### src/rtl/divider_pkg.sv
// Shared types and constants for the sequential restoring divider.
package divider_pkg;

  localparam int DW = 32;
  localparam int NW = 2 * DW;
  localparam int CW = $clog2(DW);

  // Field positions of the packed {remainder, quotient} result word.
  localparam int RES_Q_LSB = 0;
  localparam int RES_R_LSB = 32;

  localparam logic [NW-1:0] DIV0_RESULT = 64'hFFFF_FFFF_FFFF_FFFF;
  localparam logic [NW-1:0] OVF_RESULT  = 64'h0000_0000_0000_0000;

  typedef enum logic [1:0] {
    IDLE   = 2'd0,
    DIVIDE = 2'd1,
    FIXUP  = 2'd2
  } state_e;

endpackage

### src/rtl/divider_restoring_div_trial_sub.sv
// Trial subtraction for one restoring step: P (33b) minus zero-extended divisor.
// The low 32 bits go through a ripple chain of Add_rca_1 cells fed with the
// inverted divisor and carry-in 1. P[32] set means P already exceeds any 32-bit
// divisor, so the result is non-negative regardless of the low carry.

// One-bit full adder cell used to build the ripple chain.
module Add_rca_1 (
  input  logic a_i,
  input  logic b_i,
  input  logic c_i,
  output logic s_o,
  output logic c_o
);
  assign s_o = a_i ^ b_i ^ c_i;
  assign c_o = (a_i & b_i) | (c_i & (a_i ^ b_i));
endmodule

module div_trial_sub
  import divider_pkg::*;
(
  input  logic [DW:0]   p_i,
  input  logic [DW-1:0] divisor_i,
  output logic [DW-1:0] diff_o,
  output logic          nonneg_o
);

  logic [DW:0] carry;

  assign carry[0] = 1'b1;

  for (genvar i = 0; i < DW; i++) begin : g_rca
    Add_rca_1 u_fa (
      .a_i (p_i[i]),
      .b_i (~divisor_i[i]),
      .c_i (carry[i]),
      .s_o (diff_o[i]),
      .c_o (carry[i+1])
    );
  end

  // A carry out of the low chain means no borrow: P[31:0] >= divisor.
  assign nonneg_o = p_i[DW] | carry[DW];

endmodule

### src/rtl/divider_restoring.sv
// Sequential signed restoring divider, 64b dividend / 32b divisor, one quotient
// bit per clock. result = {remainder, quotient}, truncating semantics with the
// remainder taking the dividend's sign.
// Optional build macro DIVIDER_UNSIGNED_MODE_EN adds the is_signed input; when it
// is low at accept the operands are treated as unsigned.
// Handshake: start is sampled only in IDLE; valid is a one-cycle pulse and
// qualifies result/div_by_zero/overflow, which then hold until the next valid.
module divider_restoring
  import divider_pkg::*;
(
  input  logic          clock,
  input  logic          reset,
  input  logic          start,
  input  logic [31:0]   opera1,
  input  logic [63:0]   opera2,
`ifdef DIVIDER_UNSIGNED_MODE_EN
  input  logic          is_signed,
`endif
  output logic [63:0]   result,
  output logic          valid,
  output logic          busy,
  output logic          div_by_zero,
  output logic          overflow
);

  state_e          state_q, state_d;
  logic [CW-1:0]   cnt_q, cnt_d;
  logic [DW:0]     p_q, p_d;        // partial remainder
  logic [DW-1:0]   quo_q, quo_d;    // low dividend bits shifting out, quotient bits shifting in
  logic [DW-1:0]   dvs_q, dvs_d;    // divisor magnitude
  logic            q_neg_q, q_neg_d;
  logic            r_neg_q, r_neg_d;
  logic            sgn_q, sgn_d;
  logic            dz_q, dz_d;      // divide-by-zero found at accept
  logic            eovf_q, eovf_d;  // early overflow found at accept
  logic [NW-1:0]   result_q, result_d;
  logic            valid_q, valid_d;
  logic            busy_q, busy_d;
  logic            div0_q, div0_d;
  logic            ovf_q, ovf_d;

  logic            signed_mode;
  logic            a_neg, b_neg;
  logic [NW-1:0]   dvd_mag;
  logic [DW-1:0]   dvs_mag;
  logic [DW:0]     p_shift;
  logic [DW-1:0]   trial_diff;
  logic            trial_nonneg;
  logic [DW-1:0]   q_val, r_val;
  logic            range_ovf;

`ifdef DIVIDER_UNSIGNED_MODE_EN
  assign signed_mode = is_signed;
`else
  assign signed_mode = 1'b1;
`endif

  // Operand magnitudes, only meaningful at the accept cycle.
  assign a_neg   = signed_mode & opera2[NW-1];
  assign b_neg   = signed_mode & opera1[DW-1];
  assign dvd_mag = a_neg ? -opera2 : opera2;
  assign dvs_mag = b_neg ? -opera1 : opera1;

  assign p_shift = {p_q[DW-1:0], quo_q[DW-1]};

  div_trial_sub u_trial (
    .p_i       (p_shift),
    .divisor_i (dvs_q),
    .diff_o    (trial_diff),
    .nonneg_o  (trial_nonneg)
  );

  assign q_val     = q_neg_q ? -quo_q : quo_q;
  assign r_val     = r_neg_q ? -p_q[DW-1:0] : p_q[DW-1:0];
  assign range_ovf = sgn_q & (q_neg_q ? (quo_q > 32'h8000_0000) : (quo_q > 32'h7FFF_FFFF));

  // State, datapath and output registers.
  always_ff @(posedge clock) begin
    if (reset) begin
      state_q  <= IDLE;
      cnt_q    <= '0;
      p_q      <= '0;
      quo_q    <= '0;
      dvs_q    <= '0;
      q_neg_q  <= 1'b0;
      r_neg_q  <= 1'b0;
      sgn_q    <= 1'b0;
      dz_q     <= 1'b0;
      eovf_q   <= 1'b0;
      result_q <= '0;
      valid_q  <= 1'b0;
      busy_q   <= 1'b0;
      div0_q   <= 1'b0;
      ovf_q    <= 1'b0;
    end else begin
      state_q  <= state_d;
      cnt_q    <= cnt_d;
      p_q      <= p_d;
      quo_q    <= quo_d;
      dvs_q    <= dvs_d;
      q_neg_q  <= q_neg_d;
      r_neg_q  <= r_neg_d;
      sgn_q    <= sgn_d;
      dz_q     <= dz_d;
      eovf_q   <= eovf_d;
      result_q <= result_d;
      valid_q  <= valid_d;
      busy_q   <= busy_d;
      div0_q   <= div0_d;
      ovf_q    <= ovf_d;
    end
  end

  // Next-state, iteration and result formation.
  always_comb begin
    state_d  = state_q;
    cnt_d    = cnt_q;
    p_d      = p_q;
    quo_d    = quo_q;
    dvs_d    = dvs_q;
    q_neg_d  = q_neg_q;
    r_neg_d  = r_neg_q;
    sgn_d    = sgn_q;
    dz_d     = dz_q;
    eovf_d   = eovf_q;
    result_d = result_q;
    valid_d  = 1'b0;
    busy_d   = busy_q;
    div0_d   = div0_q;
    ovf_d    = ovf_q;
    case (state_q)
      IDLE: begin
        busy_d = 1'b0;
        if (start) begin
          busy_d  = 1'b1;
          cnt_d   = '0;
          p_d     = {1'b0, dvd_mag[NW-1:DW]};
          quo_d   = dvd_mag[DW-1:0];
          dvs_d   = dvs_mag;
          q_neg_d = a_neg ^ b_neg;
          r_neg_d = a_neg;
          sgn_d   = signed_mode;
          dz_d    = (dvs_mag == '0);
          eovf_d  = (dvd_mag[NW-1:DW] >= dvs_mag);
          state_d = ((dvs_mag == '0) || (dvd_mag[NW-1:DW] >= dvs_mag)) ? FIXUP : DIVIDE;
        end
      end
      DIVIDE: begin
        p_d   = trial_nonneg ? {1'b0, trial_diff} : p_shift;
        quo_d = {quo_q[DW-2:0], trial_nonneg};
        cnt_d = cnt_q + 1'b1;
        if (cnt_q == CW'(DW - 1)) begin
          cnt_d   = '0;
          state_d = FIXUP;
        end
      end
      FIXUP: begin
        valid_d = 1'b1;
        state_d = IDLE;
        if (dz_q) begin
          result_d = DIV0_RESULT;
          div0_d   = 1'b1;
          ovf_d    = 1'b0;
        end else if (eovf_q || range_ovf) begin
          result_d = OVF_RESULT;
          div0_d   = 1'b0;
          ovf_d    = 1'b1;
        end else begin
          result_d[RES_Q_LSB +: DW] = q_val;
          result_d[RES_R_LSB +: DW] = r_val;
          div0_d   = 1'b0;
          ovf_d    = 1'b0;
        end
      end
      default: state_d = IDLE;
    endcase
  end

  assign result      = result_q;
  assign valid       = valid_q;
  assign busy        = busy_q;
  assign div_by_zero = div0_q;
  assign overflow    = ovf_q;

endmodule

### config.mk
export PLATFORM = sky130hd
export DESIGN_NAME = divider_restoring
export DESIGN_NICKNAME = d
export VERILOG_FILES = /design/src/rtl/divider_pkg.sv /design/src/rtl/divider_restoring_div_trial_sub.sv /design/src/rtl/divider_restoring.sv
export SDC_FILE = /design/constraint.sdc
export NUM_CORES = 1
export LEC_CHECK = 0
export CAP_MARGIN = 20
export CORE_MARGIN = 10
export CORE_UTILIZATION = 45
export DETAILED_ROUTE_END_ITERATION = 8
export HOLD_SLACK_MARGIN = 0.06
export PLACE_DENSITY = 0.74
export SLEW_MARGIN = 20
export SYNTH_ARGS = -nofsm -noshare
export SYNTH_HDL_FRONTEND = slang
export SYNTH_SLANG_ARGS = --single-unit
### constraint.sdc
create_clock -name clock -period 23.9 [get_ports clock]
set_input_delay 4.78 -clock clock [delete_from_list [all_inputs] [get_ports clock]]
set_output_delay 4.78 -clock clock [all_outputs]
set_load 0.005 [all_outputs]
==> impl_metrics.csv <==
group,metric,value,unit
cells_and_area,fillCellCount,2472,
placed_design,place_ws,9.86,ns
cts,h-tree-depth,4,
run,max_cap_viol_count,0,
cts,cts_buffers,17,
setup_path,cp-end-kind,"flop",
logic_synthesis,syn_area,11900,sq um
setup_path,timing.critical_path.arrival,14.21,ns
floorplan,core_area,26000,sq um
global_routing,gr-usage-all-layers,21.3,%
placed_design,port_buffers,166,
cells_and_area,drive_gt1_share,4.90,%
sta,finalClockSkew,0.0116,ns
placed_design,place_congestion,0.915,
sta,final-max-slew-violation-count,0,
logic_synthesis,synth_cell_types,64,
detailed_routing,num_vias,11500,
cells_and_area,final_nets,1749,
floorplan,ios,167,
sta,rsz0062_at_grt,"no",
cts,clock_latency,0.44,ns
detailed_routing,drt_wl_total,36900,um
cells_and_area,syn_to_final_growth,20.1,%
global_routing,grt_pass1_wl,58400,um
floorplan,initial_core_util,45.7,%
floorplan,die_h,182,um
outcome,status,"finished clean",
logic_synthesis,syn_nets,1664,
setup_path,crit_top_cell,"fa_1",
cells_and_area,diodes,0,
logic_synthesis,netlist_instances,1495,
logic_synthesis,ys.flop_type,"dfxtp_1",
detailed_routing,drtIter0Drc,1133,
floorplan,row_count,59,
cts,cts_tree,"yes",
setup_path,start_kind,"flop",
logic_synthesis,syn_area_per_cell,7.94,sq um
detailed_routing,drc,0,
setup_path,crit_type,"reg2reg",
global_routing,grt_max_degree,106,
cts,ctsRootBufferMaster,"clkbuf_16",
hold_path,hold_class,"reg2reg",
global_routing,grt-ovfl-total,0,
cts,post_cts_resized,0,
logic_synthesis,synth-edff-count,0,
cts,hold_buffers,0,
sta,finalCritPeriodShare,58.0,%
cts,cts_buffer_depth,2,
sta,setup_violations,0,
cells_and_area,multi_input_area,7760,sq um
placed_design,dp_hpwl,28000,um
sta,tns,0,ns
sta,relSlewSlack,23.4,%
cts,cts_setup_buffers,0,
setup_path,crit_required,24.25,ns
setup_path,path_max_fanout,63,
setup_path,slowest_stage,"or2_4",
sta,holdWs,0.461,ns
sta,hold_violations,0,
logic_synthesis,ys_seq_elements,176,
cells_and_area,layout_common_cells,"dfxtp_1 (176), clkdlybuf4s50_1 (164), nor2_1 (158), nand2_1 (130), a21oi_1 (125)",
logic_synthesis,yosys_warnings,0,
detailed_routing,ant_nets,0,
sta,tightest_slew,1.15,ns
global_routing,grt_pass1_vias,10700,
logic_synthesis,ys_async_sr_fraction,0,%
sta,setup_slack,10.04,ns
cts,clkSlewWorstSetupHoldPaths,0.07,ns
floorplan,die_w,182,um
cells_and_area,final_common_cell,"dfxtp_1",
global_routing,antenna_found_initial,1,
detailed_routing,post_drt_wl_per_cell,19.1,um
setup_path,cpPeakStageDelay,0.55,ns
detailed_routing,dr.pass1.iters,5,
sta,max_freq,0.0722,GHz
pwr,power_density,76.6,nW/um^2
sta,layout_min_cycle_time,13.86,ns
pwr,ir_worst_vdd,0.0606,mV
floorplan,dieArea,33300,sq um
cts,cts.sinks,176,
pwr,p_leak,5.18,nW
cells_and_area,register_area,3520,sq um
logic_synthesis,seq_area_frac_synth,29.7,%
detailed_routing,viasPerCell,5.98,
-- layout make-up --
cell class / instances / share of cell area, %
clock buffer: 21 / 3.23
clock inverter: 11 / 0.922
inverter: 45 / 1.19
multi-input combinational: 1162 / 54.5
sequential: 176 / 24.7
tap: 335 / 2.94
timing repair buffer: 178 / 12.5
-- flip-flops by register name (all words and copies together), names as in the netlist --
register     flops
div_by_zero      1
state_q          2
eovf_q           1
quo_q           32
result          64
dvs_q           32
cnt_q            5
dz_q             1
sgn_q            1
valid            1
busy             1
q_neg_q          1
r_neg_q          1
p_q             32
overflow         1
-- Yosys cell counts (all sizes together) (10+ instances only) --
cell | instances | share of area, %
a211oi | 59 | 3.7
nor3 | 11 | 0.46
dfxtp | 176 | 30
clkbuf | 94 | 3.0
ha | 39 | 4.1
a31oi | 21 | 1.1
o31ai | 37 | 2.4
or4 | 21 | 1.5
a21oi | 125 | 5.3
nor2 | 160 | 5.1
nand3 | 11 | 0.46
o41ai | 30 | 2.6
nand4 | 21 | 1.1
o21ai | 134 | 5.7
a211o | 10 | 0.74
fa | 31 | 5.2
xor2 | 40 | 3.0
nand2 | 130 | 4.1
or2 | 10 | 0.53
xnor2 | 111 | 8.2
nor4 | 22 | 1.2
inv | 45 | 1.4
a22oi | 29 | 1.8
or3 | 27 | 1.5
buf | 17 | 0.73
nand2b | 14 | 0.74
-- worst max-delay path, delay by kind of cell (launching register included) --
family	cells	cell delay, ns
DFF	1	0.41
AOI/OAI and AO/OA	3	0.54
buffers and inverters	4	0.28
adders and majority gates	32	11.86
and+or+nand+nor	2	0.65
-- power breakdown --
group	switching (mW)	total [mW]	internal, mW
combinational	0.249	0.428	0.178
clock	0.121	0.281	0.160
sequential	0.0503	0.382	0.332
total	0.421	1.09	0.671
-- layer usage --
metal	vias to the layer above	track usage, %	wire [um]
met3	65	4.89	3450
met4	0	7.16	885
met1	5406	30.7	17300
li1	5542	-	-
met2	515	30.3	15200
met5	-	0	0
-- final timing paths --
path,start,endpoint,slack (ns),depth (start not counted)
setup / recovery,quo_q[31],p_q[15],10.04,41
hold / removal,div_by_zero,div_by_zero,0.46,2
setup reg to reg,quo_q[31],p_q[15],10.04,41
hold reg to reg,div_by_zero,div_by_zero,0.46,2
-- through the flow --
step | area [sq um] | power [mW] | cells | utilization [%]
6_report | 14200 | 1.09 | 1928 | 54.8
5_1_grt | 14200 | 1.16 | 1928 | 54.8
4_1_cts | 14200 | 1.08 | 1926 | 54.6
3_5_place_dp | 13600 | 0.802 | 1894 | 52.3
3_3_place_gp | 13600 | 0.787 | 1894 | 52.3
2_1_floorplan | 11900 | 0.668 | 1495 | -
-- cell families (layout without fill, tap and decap cells) --
family	count (synthesis)	after routing	synth area share [%]
simple gates	456	456	18.5
buf+inv	157	255	5.20
mux	7	7	0.611
compound gates	478	478	25.5
xor+xnor	151	151	11.1
flops	176	176	29.7
fa+ha+maj	70	70	9.34
(Power assumes the default switching activity.)
